### src/rtl/imem_pkg.sv
// Shared types and constants for the instruction-memory responder.
// The state enum, counter width and error-response word live here.
package imem_pkg;

  typedef enum logic [1:0] {
    IDLE = 2'd0,
    WAIT = 2'd1,
    RESP = 2'd2
  } imem_state_t;

  localparam int DEPTHI_DFLT = 8;
  localparam int CNT_W       = 4;
  localparam logic [31:0] NOP_WORD = 32'h0000_0000;

  function automatic int words_of(input int depthi);
    return 2 ** (depthi - 2);
  endfunction

  localparam int WORDS = words_of(DEPTHI_DFLT);

endpackage

### src/rtl/imem_array.sv
// Word storage: one synchronous write port, one asynchronous read port, no reset.
// Latency: writes land on the clock edge; reads are combinational, so same-cycle writes return old data.
// Backpressure: none; a write is accepted on every cycle with we high.
module imem_array
  import imem_pkg::*;
#(
  parameter int    WIDTH     = 32,
  parameter int    WORDS     = imem_pkg::WORDS,
  parameter int    AW        = $clog2(WORDS),
  parameter string INIT_FILE = ""
) (
  input  logic             clk,
  input  logic             we,
  input  logic [AW-1:0]    waddr,
  input  logic [WIDTH-1:0] wdata,
  input  logic [AW-1:0]    raddr,
  output logic [WIDTH-1:0] rdata
);

    logic [WIDTH-1:0] mem [WORDS];

    always_ff @(posedge clk) begin
        if (we) begin
            mem[waddr] <= wdata;
        end
    end

    assign rdata = mem[raddr];

endmodule

### src/rtl/imem_responder.sv
// Fetch responder: accepts one request, answers LATENCY+1 cycles later, holds the response until rsp_ready.
// req_ready is low from acceptance until the response handshake, so requests never overlap.
module imem_responder
  import imem_pkg::*;
#(
  parameter int WIDTH   = 32,
  parameter int DEPTHI  = 8,
  parameter int LATENCY = 2
) (
  input  logic              clk,
  input  logic              rst,
  input  logic              req_valid,
  input  logic [DEPTHI-1:0] req_addr,
  output logic              req_ready,
  output logic              rsp_valid,
  output logic [WIDTH-1:0]  rsp_data,
  output logic              rsp_err,
  input  logic              rsp_ready,
  input  logic              prog_we,
  input  logic [DEPTHI-1:0] prog_addr,
  input  logic [WIDTH-1:0]  prog_data,
  output logic              busy
);

  localparam int NWORDS = words_of(DEPTHI);
  localparam int AW     = DEPTHI - 2;
  localparam logic [CNT_W-1:0] LOAD = CNT_W'((LATENCY > 0) ? LATENCY - 1 : 0);

  imem_state_t       state, state_nxt;
  logic [CNT_W-1:0]  cnt;
  logic [DEPTHI-1:0] addr_q;
  logic [WIDTH-1:0]  rsp_data_q;
  logic              rsp_err_q;
  logic [AW-1:0]     rd_idx;
  logic              rd_mis;
  logic [WIDTH-1:0]  rd_word;
  logic              accept;
  logic              load_rsp;
  logic              unused_prog_lsb;

  assign unused_prog_lsb = ^prog_addr[1:0];

  // With zero wait states the response is captured on the acceptance edge,
  // before addr_q holds the address, so read straight from the request.
  assign rd_idx   = (state == IDLE) ? req_addr[DEPTHI-1:2] : addr_q[DEPTHI-1:2];
  assign rd_mis   = (state == IDLE) ? (req_addr[1:0] != 2'b00) : (addr_q[1:0] != 2'b00);
  assign accept   = (state == IDLE) && req_valid;
  assign load_rsp = (state != RESP) && (state_nxt == RESP);

  imem_array #(
    .WIDTH (WIDTH),
    .WORDS (NWORDS),
    .AW    (AW)
  ) u_array (
    .clk   (clk),
    .we    (prog_we),
    .waddr (prog_addr[DEPTHI-1:2]),
    .wdata (prog_data),
    .raddr (rd_idx),
    .rdata (rd_word)
  );

  always_ff @(posedge clk or negedge rst) begin
    if (!rst) begin
      state <= IDLE;
    end else begin
      state <= state_nxt;
    end
  end

  always_comb begin
    state_nxt = state;
    case (state)
      IDLE:    if (req_valid) state_nxt = (LATENCY == 0) ? RESP : WAIT;
      WAIT:    if (cnt == '0) state_nxt = RESP;
      RESP:    if (rsp_ready) state_nxt = IDLE;
      default: state_nxt = IDLE;
    endcase
  end

  always_ff @(posedge clk or negedge rst) begin
    if (!rst) begin
      cnt        <= '0;
      addr_q     <= '0;
      rsp_data_q <= '0;
      rsp_err_q  <= 1'b0;
    end else begin
      if (accept) begin
        addr_q <= req_addr;
        cnt    <= LOAD;
      end else if (state == WAIT && cnt != '0) begin
        cnt <= cnt - CNT_W'(1);
      end
      if (load_rsp) begin
        rsp_data_q <= rd_mis ? WIDTH'(NOP_WORD) : rd_word;
        rsp_err_q  <= rd_mis;
      end
    end
  end

  always_comb begin
    req_ready = rst && (state == IDLE);
    rsp_valid = (state == RESP);
    busy      = (state != IDLE);
    rsp_data  = rsp_data_q;
    rsp_err   = rsp_err_q;
  end

endmodule

### config.mk
export PLATFORM = sky130hd
export DESIGN_NAME = imem_responder
export DESIGN_NICKNAME = d
export VERILOG_FILES = /design/src/rtl/imem_pkg.sv /design/src/rtl/imem_array.sv /design/src/rtl/imem_responder.sv
export SDC_FILE = /design/constraint.sdc
export NUM_CORES = 2
export LEC_CHECK = 0
export ABC_AREA = 1
export CORE_MARGIN = 2
export CORE_UTILIZATION = 55
export CTS_CLUSTER_SIZE = 14
export DETAILED_ROUTE_END_ITERATION = 8
export PLACE_DENSITY_LB_ADDON = 0.25
export SYNTH_ARGS = -nofsm -noshare
export SYNTH_HDL_FRONTEND = slang
export SYNTH_SLANG_ARGS = --single-unit
### constraint.sdc
create_clock -name clk -period 2.2 [get_ports clk]
set_input_delay 0.44 -clock clk [delete_from_list [all_inputs] [get_ports clk]]
set_output_delay 0.44 -clock clk [all_outputs]
set_load 0.02 [all_outputs]
Yosys cells after proc, flatten, opt, wreduce, memory -nomap -nowiden
Memories as Yosys holds them, arrays and structs flattened.
Index checks and enable logic that the tools add are counted.
- reductions and logical operators: 11
- add/sub/neg operators: 1
- mux-type cells: 11
- equality and inequality tests: 4
- operators by type and width (kind ; count):
    two-way mux 32 bit ; 1
    two-way mux 4 bit ; 2
    nonzero test 2 bit ; 4
    two-way mux 2 bit ; 3
    two-way mux 6 bit ; 1
    case mux 2 bit (3 select lines) ; 1
    equality test 2 bit, second input constant ; 2
    logical AND 1 bit ; 4
    logical NOT 4 bit ; 1
    nonzero test 4 bit ; 1
    subtractor 4 x 1 -> 4 bit, second input constant ; 1
    two-way mux 1 bit ; 3
    equality test 2 x 1 -> 1 bit, second input constant ; 1
    logical NOT 2 bit ; 1
    != test 2 bit, second input constant ; 1
- register bits after elaboration: 47
- memories kept: 1
- memory bits (writable): 2048
- word-level logic and storage cells: 33
- output and inout port bits: 36
- memories (memory ; depth ; bits a word ; rd ports ; clocked after Yosys merged registers in ; write ports ; line ; text):
    u_array.mem ; 64 ; 32 ; 1 ; 0 ; 1 ; imem_array.sv:20 ; logic [WIDTH-1:0] mem [WORDS];

Depth between registers and ports, before layout
- word-level depth: 5
- mapped depth: 16

Hierarchy
Synthesis repeated with hierarchy kept, for this count alone.
- cells, all modules: 6972
- area, all modules: 84110.7 µm²
- by module, submodules not included (module ; area each (µm²) ; cells each ; times used):
    imem_array ; 82097.5 ; 6737 ; 1
    imem_responder ; 2013.2 ; 235 ; 1

Worst setup path before layout
OpenSTA, ideal clock, no wires.
- kind: input -> register
- from: input prog_we
- to: memory u_array.mem[48][0] (enable)
- stages: 3
- data arrival time: 4068 ps
- library setup time: 502 ps
- slack: -2370 ps
- data required time: 1698 ps
- cells stage by stage: clkbuf_1 > nand4_1 > nor4_1
- cells in the longest elaborated chain, start to end: 2
- RTL lines (item ; line ; text):
    start, declared ; imem_responder.sv:19 ; input logic prog_we,
    two-way mux 1 bit ; imem_array.sv:23 ; if (we) begin
    two-way mux 1 bit (not written as such) ; imem_array.sv:24 ; mem[waddr] <= wdata;
    end, declared ; imem_array.sv:20 ;
Every way passes these cells.

Worst setup path after layout
- from: register state[0]
- to: register rsp_data_q[15] (netlist: rsp_data[15])
- cells in the longest elaborated chain, start to end: 4
- RTL lines (item ; line ; text):
    start, declared ; imem_responder.sv:29 ; imem_state_t state, state_nxt;
    start signal, assigned ; imem_responder.sv:67 ; state <= state_nxt;
    logical NOT 2 bit, or another cell as far along ; imem_responder.sv:45, imem_responder.sv:46, imem_responder.sv:73 ;
    two-way mux 6 bit or case mux 2 bit (3 select lines) (tied branches) ; imem_responder.sv:45, imem_responder.sv:73 ;
    memory read (64 x 32 bit) or equality test 2 bit (tied branches) ; - ;
    two-way mux 32 bit or logical AND 1 bit (tied branches) ; imem_responder.sv:95, imem_responder.sv:48 ;
    end signal, assigned ; imem_responder.sv:95 ; rsp_data_q <= rd_mis ? WIDTH'(NOP_WORD) : rd_word;
    end, declared ; imem_responder.sv:32 ; logic [WIDTH-1:0] rsp_data_q;
Several ways; a longest one is shown, not always the timed one.
A chain may end at the register's enable or synchronous reset.

==> results.json <==
{
  "post_drt_wl_per_cell_um": 28.8,
  "grt_pass1_wl_um": 392000,
  "min-delay-start": "prog_data[27]",
  "tightest_slew_ps": 846,
  "yosysWarningCount": 0,
  "initialDrtViolationCount": 10700,
  "start_util_pct": 55.4,
  "violations": "setup timing",
  "dr.pass1.iters": 9,
  "crit_required_ps": 2990,
  "reg2reg_to": "rsp_data[15]",
  "core_area_um2": 152000,
  "reg2reg_from": "state[0]",
  "ant_nets": 0,
  "place.gp.congestion": 0.893,
  "holdWs_ps": 82.8,
  "ir_worst_vdd_mv": 1.44,
  "areaGrowthSynthToFinish_pct": 25.6,
  "drv_cap": 0,
  "min_period_ps": 2630,
  "dieArea_um2": 156000,
  "cp_max_fo": 5,
  "final_nets": 7512,
  "finalMaxSlewViolations": 0,
  "hold_depth": 2,
  "wirelength_um": 278000,
  "route.detailed.drc": 0,
  "via_count": 62300,
  "yosysUniqueCellTypes": 26,
  "seq_area_frac_synth_pct": 74.4,
  "rows": 143,
  "cts.sinks": 2095,
  "powerDensity_nw_per_um2": 1610,
  "ys_ff_latch": 2095,
  "leakagePower_nw": 37.8,
  "synth_nets": 6957,
  "cts_buffers": 206,
  "io_buffers": 86,
  "root_buffer": "clkbuf_16",
  "clkLatencyLatePin_ps": 860,
  "grt_pass1_vias": 59200,
  "hpwl_um": 152000,
  "worst_slack_ps": -431,
  "antenna_found_initial": 10,
  "start_kind": "register",
  "r2r_cells": 16,
  "hold_violations": 0,
  "hold_class": "input port to register",
  "fmax_ghz": 0.380,
  "clkTransAtPathRegs_ps": 60,
  "cts_max_path_buffers": 3,
  "period_share_pct": 120,
  "finClkSkew_ps": 40.6,
  "regToRegSetupSlack_ps": -430,
  "hold-path-endpoint": "u_array.mem[10][27]",
  "die_h_um": 395,
  "outcome": "finished, violations left",
  "endpoint_kind": "register",
  "synth_area_per_cell_um2": 12.2,
  "crit_type": "register to register",
  "via_per_inst": 6.45,
  "grt_setup_unrepaired": "true",
  "fin_util_pct": 69.6,
  "grtUsageTotal_pct": 34.4,
  "max-slew-margin-rel_pct": 43.6,
  "layout-drive-gt1-share_pct": 19.4,
  "cts_tree": "yes",
  "fp.dieW_um": 395,
  "setup_viol": 35,
  "worstPathArrival_ps": 3420,
  "syn_inst": 6903,
  "fin_setup_tns_ps": -11200,
  "synthesis.area_um2": 84200,
  "ios": 89,
  "htree_levels": 4,
  "grt_max_degree": 65,
  "overflow": 0
}
[worst max-delay path, cell delays in order (launching register included)]
cell     delay [ps]
dfrtp_1         430
nor2_4          180
buf_12          160
nand2_8          80
nand2_8         140
buf_12          190
buf_16          180
buf_12          130
buf_4           130
nand2_1          50
nand3_1         100
nand3_1         140
nand3_2         130
nand3_4         160
nand3_2         140
nand3_1         110
nand2_1          80
[routing by layer]
layer | share of wire (%) | up-vias | global-route usage [%]
met5 | 0.017 | - | 0
li1 | - | 26100 | -
met1 | 35 | 30200 | 46.4
met2 | 45 | 5197 | 52.0
met3 | 15 | 801 | 8.99
met4 | 5.4 | 8 | 17.5
[cells in the final DEF (no fill, tap or decap), types with 20 or more instances in the layout]
cell type	n
buf_12	271
buf_16	60
buf_2	34
buf_4	284
buf_6	65
buf_8	20
clkbuf_1	46
clkbuf_16	231
clkinv_1	36
clkinv_2	41
dfrtp_1	43
dlygate4sd2_1	28
edfxtp_1	2048
inv_1	54
nand2_1	1901
nand3_1	1939
nand3_2	240
nand3_4	71
nor2_4	59
[through the flow]
stage                     instances  cell area (um2)  power (mW)  setup WS, ps
after floorplan                6903            84600        82.8          -717
after global placement         9134            93400         112         -1270
after detailed placement       9134            93400         113         -1320
after CTS                      9606           104000         161          -315
after global routing           9661           106000         175          -465
final                          9666           106000         170          -431
[synthesized netlist by cell type]
library cell,count,share of area [%]
nand3_1,2250,13
edfxtp_1,2048,73
nand2_1,1910,8.5
buf_2,231,1.4
clkbuf_1,103,0.46
buf_4,78,0.70
nor2_1,65,0.29
buf_1,63,0.28
inv_1,59,0.26
dfrtp_1,47,1.4
o21ai_0,11,0.065
nand4_1,10,0.074
nor4_1,9,0.067
inv_2,3,0.013
nand2_2,3,0.022
o21ai_2,3,0.031
a21oi_1,1,0.0059
a31oi_1,1,0.0074
buf_6,1,0.013
ha_1,1,0.015
nand3b_1,1,0.0089
nor2_2,1,0.0074
nor3_1,1,0.0059
o21ai_1,1,0.0059
o22ai_1,1,0.0074
o31ai_1,1,0.0089
[state kept, by name, summed over array words and instances, names as in the netlist]
| register | cells |
|---|---|
| rsp_data | 32 |
| cnt | 4 |
| rsp_err | 1 |
| u_array.mem | 2048 |
| state | 2 |
| addr_q | 8 |
[worst max-delay path by stage]
| stage | start | endpoint | cells past startpoint |
|---|---|---|---|
| after floorplan | prog_we | u_array.mem[48][0] | 3 |
| after global placement | req_addr[2] | rsp_data[11] | 15 |
| after detailed placement | req_addr[2] | rsp_data[11] | 15 |
| after CTS | state[1] | rsp_data[16] | 14 |
| after global routing | state[0] | rsp_data[0] | 16 |
| final | state[0] | rsp_data[15] | 16 |
[what timing repair did]
item                       CTS  global route
pin swaps                  110            78
hold buffers                 1             0
gates resized for setup    511           181
hold endpoints to repair    10             0
cloned                      39            24
setup endpoints to repair   68            35
buffers inserted            58            37
[where the power goes]
group          internal (mW)  leakage, nW  switching [mW]
combinational           35.0         15.6            55.7
sequential              44.4         19.0           0.443
clock                   19.3         3.24            15.1
[area by class of cell]
type / count / area, um2
Inverter: 62 / 251
Tap cell: 2030 / 2540
Clock buffer: 270 / 5590
Clock inverter: 110 / 1030
Multi-Input combinational cell: 4271 / 21800
Sequential cell: 2095 / 62700
Timing Repair Buffer: 822 / 11900
Fill cell: 9695 / 46300
Antenna cell: 6 / 15.0
[cells by family (layout without fill, tap and decap cells)]
| group | count (synthesis) | count (layout) | share of synthesized area, % |
|---|---|---|---|
| adders and majority gates | 1 | 1 | 0.0149 |
| and+or+nand+nor | 4250 | 4251 | 22.4 |
| AOI/OAI and AO/OA | 19 | 19 | 0.132 |
| other | 0 | 6 | 0 |
| buffers and inverters | 538 | 1264 | 3.10 |
| DFF | 2095 | 2095 | 74.4 |
No activity file was read; power rests on OpenSTA's default activity.
